--- config.mk ---
export PLATFORM = sky130hd
export DESIGN_NAME = wb_dma_copy
export DESIGN_NICKNAME = d
export VERILOG_FILES = /design/src/rtl/wb_dma_copy.sv
export SDC_FILE = /design/constraint.sdc
export NUM_CORES = 1
export LEC_CHECK = 0
export CORE_ASPECT_RATIO = 1.75
export CORE_MARGIN = 3
export CORE_UTILIZATION = 52
export CTS_BUF_LIST = sky130_fd_sc_hd__clkbuf_8 sky130_fd_sc_hd__clkbuf_16
export DETAILED_ROUTE_END_ITERATION = 16
export HOLD_SLACK_MARGIN = 0.03
export MAX_ROUTING_LAYER = met4
export PLACE_DENSITY = 0.9
export SETUP_SLACK_MARGIN = 0.3
export SLEW_MARGIN = 20
export SYNTH_ARGS = -nofsm -noshare
export SYNTH_HDL_FRONTEND = slang
export SYNTH_SLANG_ARGS = --single-unit
export TNS_END_PERCENT = 5
--- constraint.sdc ---
create_clock -name wb_clk_i -period 4.6 [get_ports wb_clk_i]
set_input_delay 0.46 -clock wb_clk_i [delete_from_list [all_inputs] [get_ports wb_clk_i]]
set_output_delay 0.46 -clock wb_clk_i [all_outputs]
set_load 0.02 [all_outputs]
--- src/rtl/wb_dma_copy.sv ---
// Wishbone B3 classic single-transfer block copier: read a word, write it, repeat.
// One word costs a read phase and a write phase; cyc/stb stay up across the whole job.
module wb_dma_copy #(
    parameter int dw = 32,
    parameter int aw = 32,
    parameter int lw = 16
) (
    input  logic          wb_clk_i,
    input  logic          wb_rst_n_i,
    input  logic          start_i,
    input  logic [aw-1:0] src_adr_i,
    input  logic [aw-1:0] dst_adr_i,
    input  logic [lw-1:0] len_i,
    output logic          busy_o,
    output logic          done_o,
    output logic          err_o,
    output logic [lw-1:0] count_o,
    output logic [aw-1:0] wbm_adr_o,
    output logic [dw-1:0] wbm_dat_o,
    output logic [3:0]    wbm_sel_o,
    output logic          wbm_we_o,
    output logic          wbm_cyc_o,
    output logic          wbm_stb_o,
    output logic [2:0]    wbm_cti_o,
    output logic [1:0]    wbm_bte_o,
    input  logic [dw-1:0] wbm_dat_i,
    input  logic          wbm_ack_i,
    input  logic          wbm_err_i,
    input  logic          wbm_rty_i
);
    typedef enum logic [1:0] {IDLE, RD, WR, FIN} state_t;

    state_t        state_reg;
    logic [aw-1:0] src_reg;
    logic [aw-1:0] dst_reg;
    logic [lw-1:0] len_reg;

    logic          bus_fault;
    logic [lw:0]   count_inc;
    logic          more_words;
    logic [aw-1:0] src_next_adr;
    logic [aw-1:0] dst_cur_adr;

    assign wbm_cti_o = 3'b000;
    assign wbm_bte_o = 2'b00;

    // Retry is handled exactly like an error: the job is abandoned.
    assign bus_fault    = wbm_err_i | wbm_rty_i;
    assign count_inc    = {1'b0, count_o} + {{lw{1'b0}}, 1'b1};
    assign more_words   = count_inc < {1'b0, len_reg};
    assign src_next_adr = src_reg + (aw'(count_inc) << 2);
    assign dst_cur_adr  = dst_reg + (aw'(count_o) << 2);

    always_ff @(posedge wb_clk_i or negedge wb_rst_n_i) begin
        if (!wb_rst_n_i) begin
            state_reg <= IDLE;
            src_reg   <= '0;
            dst_reg   <= '0;
            len_reg   <= '0;
            count_o   <= '0;
            busy_o    <= 1'b0;
            done_o    <= 1'b0;
            err_o     <= 1'b0;
            wbm_adr_o <= '0;
            wbm_dat_o <= '0;
            wbm_sel_o <= '0;
            wbm_we_o  <= 1'b0;
            wbm_cyc_o <= 1'b0;
            wbm_stb_o <= 1'b0;
        end else begin
            done_o <= 1'b0;
            err_o  <= 1'b0;
            case (state_reg)
                IDLE: begin
                    if (start_i) begin
                        src_reg <= {src_adr_i[aw-1:2], 2'b00};
                        dst_reg <= {dst_adr_i[aw-1:2], 2'b00};
                        len_reg <= len_i;
                        count_o <= '0;
                        busy_o  <= 1'b1;
                        if (len_i != '0) begin
                            state_reg <= RD;
                            wbm_adr_o <= {src_adr_i[aw-1:2], 2'b00};
                            wbm_we_o  <= 1'b0;
                            wbm_sel_o <= 4'b1111;
                            wbm_cyc_o <= 1'b1;
                            wbm_stb_o <= 1'b1;
                        end else begin
                            state_reg <= FIN;
                        end
                    end
                end
                RD, WR: begin
                    // Fault beats a simultaneous ack, so that word is never counted.
                    if (wbm_stb_o && bus_fault) begin
                        state_reg <= IDLE;
                        wbm_cyc_o <= 1'b0;
                        wbm_stb_o <= 1'b0;
                        wbm_we_o  <= 1'b0;
                        wbm_sel_o <= '0;
                        busy_o    <= 1'b0;
                        err_o     <= 1'b1;
                    end else if (wbm_stb_o && wbm_ack_i) begin
                        if (state_reg == RD) begin
                            state_reg <= WR;
                            wbm_we_o  <= 1'b1;
                            wbm_adr_o <= dst_cur_adr;
                            wbm_dat_o <= wbm_dat_i;
                        end else begin
                            count_o <= count_inc[lw-1:0];
                            if (more_words) begin
                                state_reg <= RD;
                                wbm_we_o  <= 1'b0;
                                wbm_adr_o <= src_next_adr;
                            end else begin
                                state_reg <= FIN;
                                wbm_we_o  <= 1'b0;
                                wbm_cyc_o <= 1'b0;
                                wbm_stb_o <= 1'b0;
                                wbm_sel_o <= '0;
                            end
                        end
                    end
                end
                FIN: begin
                    done_o    <= 1'b1;
                    busy_o    <= 1'b0;
                    state_reg <= IDLE;
                end
                default: state_reg <= IDLE;
            endcase
        end
    end
endmodule

# --- Yosys cells after proc, flatten, opt, wreduce, memory -nomap -nowiden ---
# Cells that the tools add are included.
totals:
  reg_bits: 167
  in_bits: 118
  wordCells: 91
classes:
  add_sub_neg: 3
  magnitude_cmp: 1
  eq_ne: 13
  mux: 45
  n_bitwise: 2
  n_reduce_logical: 14
ops:
  columns: ["operator", "n"]
  rows:
  - ["2-to-1 mux 32 bit", 6]
  - ["2-to-1 mux 16 bit", 4]
  - ["case mux 32 bit (2 select lines)", 1]
  - ["adder 32 x 18 -> 32 bit", 1]
  - ["adder 32 x 19 -> 32 bit", 1]
  - ["case mux 16 bit (2 select lines)", 1]
  - ["2-to-1 mux 4 bit", 6]
  - ["adder 16 x 1 -> 17 bit (second input constant)", 1]
  - ["< comparator 17 x 16 -> 1 bit", 1]
  - ["2-to-1 mux 1 bit", 16]
  - ["nonzero test 16 bit", 1]
  - ["2-to-1 mux 2 bit", 6]
  - ["inequality test 2 bit (second input constant)", 6]
  - ["inequality test 3 bit (second input constant)", 4]
  - ["AND reduction 6 bit", 2]
  - ["case mux 4 bit (2 select lines)", 1]
  - ["AND reduction 4 bit", 2]
  - ["case mux 2 bit (3 select lines)", 1]
  - ["AND reduction 2 bit", 3]
  - ["AND reduction 5 bit", 1]
  - ["== test 2 bit (second input constant)", 2]
  - ["case mux 1 bit (2 select lines)", 2]
  - ["case mux 1 bit (3 select lines)", 1]
  - ["== test 2 x 1 -> 1 bit (second input constant)", 1]
  - ["6 further kinds", 7]

# --- Longest topological paths before layout ---
depth:
  ltp_word: 7
  depth_mapped: 16
  ltp_nobuf: 15

# --- Worst setup path before layout ---
# Ideal clock, no wire load.
synth_timing:
  path_type: "register -> register"
  startpoint: "register count_o[2]"
  endpoint: "register wbm_adr_o[19]"
  setup_ns: 0.126
  t_arrival_ns: 3.665
  slack_ns: 0.809
  stages_incl_launch_ff: 17
  n_path_buf: 1
  synth_period_minus_slack_ns: 3.791
  cell_sequence: "dfrtp_1 > and3_1 > and3_1 > and2_1 > nor2b_1 > nand3_1 > xnor2_1 > ha_1 > nand3_1 > or3_1 > nor3_1 > a2111oi_4 > o2111ai_4 > buf_4 > nor3b_1 > a21oi_1 > o31ai_1"
synth_via:
  elab_chain_cells: 7
  word_cells_on_any_way: 11
  classes_between: "3 x add/sub; 1 x order compare; 1 x eq/ne; 5 x mux; 1 x reduce/logical"
synth_rtl:
  columns: ["element", "line_no", "text"]
  rows:
  - ["start, declared", "17", "output logic [lw-1:0] count_o,"]
  - ["start signal, assigned", "110", "count_o <= count_inc[lw-1:0];"]
  - ["adder 16 x 1 -> 17 bit", "49", "assign count_inc = {1'b0, count_o} + {{lw{1'b0}}, 1'b1};"]
  - ["adder 32 x 19 -> 32 bit", "51", "assign src_next_adr = src_reg + (aw'(count_inc) << 2);"]
  - ["2-to-1 mux 32 bit", "111", "if (more_words) begin"]
  - ["2-to-1 mux 32 bit", "104", "if (state_reg == RD) begin"]
  - ["2-to-1 mux 32 bit", "103", "end else if (wbm_stb_o && wbm_ack_i) begin"]
  - ["2-to-1 mux 32 bit", "95", "if (wbm_stb_o && bus_fault) begin"]
  - ["case mux 32 bit (2 select lines)", "73", "case (state_reg)"]
  - ["end signal, assigned", "83", "wbm_adr_o <= {src_adr_i[aw-1:2], 2'b00};"]
  - ["end signal, assigned", "107", "wbm_adr_o <= dst_cur_adr;"]
  - ["end signal, assigned", "114", "wbm_adr_o <= src_next_adr;"]
  - ["end, declared", "18", "output logic [aw-1:0] wbm_adr_o,"]
# Several ways; a longest one is shown, not always the timed one. The select of a mux whose other input is x is not followed.
# A chain may end at the register's enable or synchronous reset.

# --- Final worst setup path ---
layout_timing:
  startpoint: "register count_o[0]"
  endpoint: "register wbm_adr_o[19]"
# Same word-level chain as after synthesis.

==> impl_metrics.ini <==
[layout]
regMostFlops = wbm_dat_o
nFillCells = 1284
area_growth_pct = 30.20
drive_above_1_share_pct = 16.99
largest_reg_flops = 32
fin_cells = 1384
finalNetCount = 1309

[sta]
fin_tns_setup_ns = 0
hold_slack_ns = 0.05895
setup_violations = 0
finalHoldViolCount = 0
max_freq_mhz = 251.0
slew_violations = 0
tightestPinTransition_ns = 1.112
skew_ns = 0.009793
rsz0062_at_grt = false
period_needed_ns = 3.985
slew_headroom_pct = 25.34
post-route-period-util_pct = 86.62

[floorplanning]
fp.dieW_um = 109.5
fp.dieH_um = 187.1
core_mm2 = 0.01822
rows = 65
dieArea_mm2 = 0.02048
start_util_pct = 53.48
io_pins = 213

[power]
p_sw_share_pct = 41.73
p_total_mw = 8.743
p_clk_share_pct = 17.1
p_per_area_mw_per_mm2 = 689.3
leakage_nw = 5.566
power_frac_seq_pct = 29.5
switchingPower_mw = 3.648
comb_power_share_pct = 53.4
irDropWorstVdd_mv = 0.4105
p_int_mw = 5.095

[critical_path]
path_buf_inv = 2
crit_start = count_o[0]
crit_slowest_cell = dfrtp_2
path_class = register to register
endpoint_kind = register
cp_top_family = simple AND/OR/NAND/NOR gates
r2r-start = count_o[0]
crit_path_max_fanout = 11
critPathMaxStageDelay_ns = 0.45
start_kind = register
cp_cell_sequence = ha_2, and3_1, nand3_4, nor2_4, nand4_1, xnor2_2, ha_1, nand3_1, or3_1, nor3_2, a2111oi_4, o2111ai_4, buf_12, buf_6, nor3b_1, a21oi_1, o31ai_1
worst_ep_arrival_time_ns = 4.31
required_ns = 4.92

[clock_network]
cts.sinks = 161
hold_buffers = 0
clock_path_buffers = 2
numCtsBuffers = 17
path_clk_slew_ns = 0.07
clk_latency_ns = 0.44
cts_tree = done
cts-root-buf = clkbuf_16
htreeDepth = 4

[global_routing]
grt_pass1_wl_um = 44000
grt_use_total_pct = 28.44
grt_start_max_net_pins = 87
overflow = 0
grt_antenna_before_repair = 2
first_global_vias = 8907

[synth]
ys_ff_latch = 161
synthTopCellsByCount = dfrtp_1, mux2_2, nand2_1
synth_area_per_cell_um2 = 10.30
synth-seq-area-share_pct = 41.36
synthCells = 946
ys.flop_type = dfrtp_1
yosysMostFrequentCell = dfrtp_1
synthArstFlopShare_pct = 100.0
synth.top_cell.area_share_pct = 41.36
synth_edf_count = 0
ys_types = 84
yosysWarnings = 0
yosysTopAreaCell = dfrtp_1
synth_area_mm2 = 0.009742
ys_top_cells_by_area = dfrtp_1, mux2_2, ha_1

[detailed_routing]
viasPerCell = 6.152
drtPass1Iterations = 6
drtIter0Drc = 583
wirelength_um = 28060
drc = 0
postRouteAntennaNets = 0
wl_per_cell_um = 20.27
num_vias = 8515

[job]
drv_cap = 0

[placed_design]
dp_hpwl_um = 20480
gp_congestion = 0.9139
io_buffers = 201
dp.cells = 1345

[outcome]
status = complete, no violations

[hold_path]
hp-class = input pin to async pin
==> metrics by stage <==
stage	cell area, µm²	utilization (%)	setup slack [ns]
after floorplan	9764	-	0.8086
final	12680	69.62	0.6155
after detailed placement	11890	65.29	0.3362
after global placement	11890	65.29	0.4834
after CTS	12520	68.72	0.3281
after global routing	12680	69.62	0.3641
==> placed cells by master (no fill, tap or decap), types with 5 or more instances in the layout <==
cell	Yosys	final
clkbuf_16	0	19
nor4_1	8	8
nand2_1	76	75
inv_1	36	38
a21o_1	17	17
o211ai_1	8	8
nand2b_1	6	6
or3_1	5	5
a211oi_1	11	11
o31a_1	8	8
o31ai_1	16	16
a31oi_1	8	8
a21oi_1	49	49
ha_1	54	53
dfrtp_1	161	158
nor2_1	49	47
o21ai_0	60	58
mux2_2	110	110
nor3_1	12	11
nand3_1	16	16
nand4_1	17	17
buf_4	14	8
nor2b_1	6	6
xnor2_1	29	26
o21a_1	13	13
xor2_1	21	20
clkdlybuf4s50_1	0	200
o21ai_1	3	5
and3_1	13	13
conb_1	1	7
==> power groups by stage <==
stage	combinational (mW)	sequential [mW]	clock (mW)
detailed placement	4.38	2.58	0
finish	4.67	2.58	1.50
global route	5.03	2.65	1.58
floorplan	2.64	2.79	0
global placement	4.24	2.53	0
CTS	4.42	2.56	1.51
==> per-layer routing <==
metal  vias to the layer above  global-route usage, %  routed length (µm)
met5                         -                      -                   0
met4                         0                  17.76                1981
met3                       128                  5.561                1782
met2                       423                  48.19               14870
met1                      4125                  29.46                9427
li1                       3839                      -                   -
==> path summary, 6_finish.rpt <==
| path | endpoint | slack, ns | cells after the start |
|---|---|---|---|
| setup / recovery | wbm_adr_o[19] | 0.62 | 17 |
| hold / removal | len_reg[1] | 0.06 | 1 |
| setup reg to reg | wbm_adr_o[19] | 0.62 | 17 |
| hold reg to reg | wbm_adr_o[8] | 0.48 | 2 |
| max in group asynchronous | count_o[2] | 3.45 | 2 |
| min in group wb_clk_i | wbm_adr_o[8] | 0.48 | 2 |
==> logic make-up after synthesis <==
logic type      synth area share, %
mux                           12.82
fa+ha+maj                     7.347
buf+inv                       4.136
xor+xnor                      4.495
compound gates                18.12
simple gates                  11.69
flops                         41.36
other cells                 0.03849
==> worst reg2reg max path, cell delays in order, from the launching register on <==
cell and delay [ns]:
dfrtp_2 0.45, ha_2 0.26, and3_1 0.25, nand3_4 0.17, nor2_4 0.17, nand4_1 0.20
xnor2_2 0.21, ha_1 0.32, nand3_1 0.10, or3_1 0.42, nor3_2 0.27, a2111oi_4 0.15
o2111ai_4 0.28, buf_12 0.17, buf_6 0.14, nor3b_1 0.06, a21oi_1 0.15, o31ai_1 0.09
==> layout make-up <==
type / count / area [µm²] / share of cell area (%)
Timing Repair Buffer: 215 / 2180 / 17.18
Tap cell: 234 / 292.8 / 2.308
Clock buffer: 18 / 439.2 / 3.463
Antenna cell: 2 / 5.005 / 0.03946
Clock inverter: 14 / 180.2 / 1.421
Inverter: 37 / 138.9 / 1.095
Multi-Input combinational cell: 703 / 5415 / 42.70
Sequential cell: 161 / 4033 / 31.79
==> timing repair <==
| action | 4_1_cts | 5_1_grt |
|---|---|---|
| setup endpoints to repair | 1 | 31 |
| pin swaps | 0 | 2 |
| buffers inserted | 0 | 3 |
| gates cloned | 0 | 2 |
| gates resized for setup | 1 | 20 |
(Power assumes the default switching activity.)
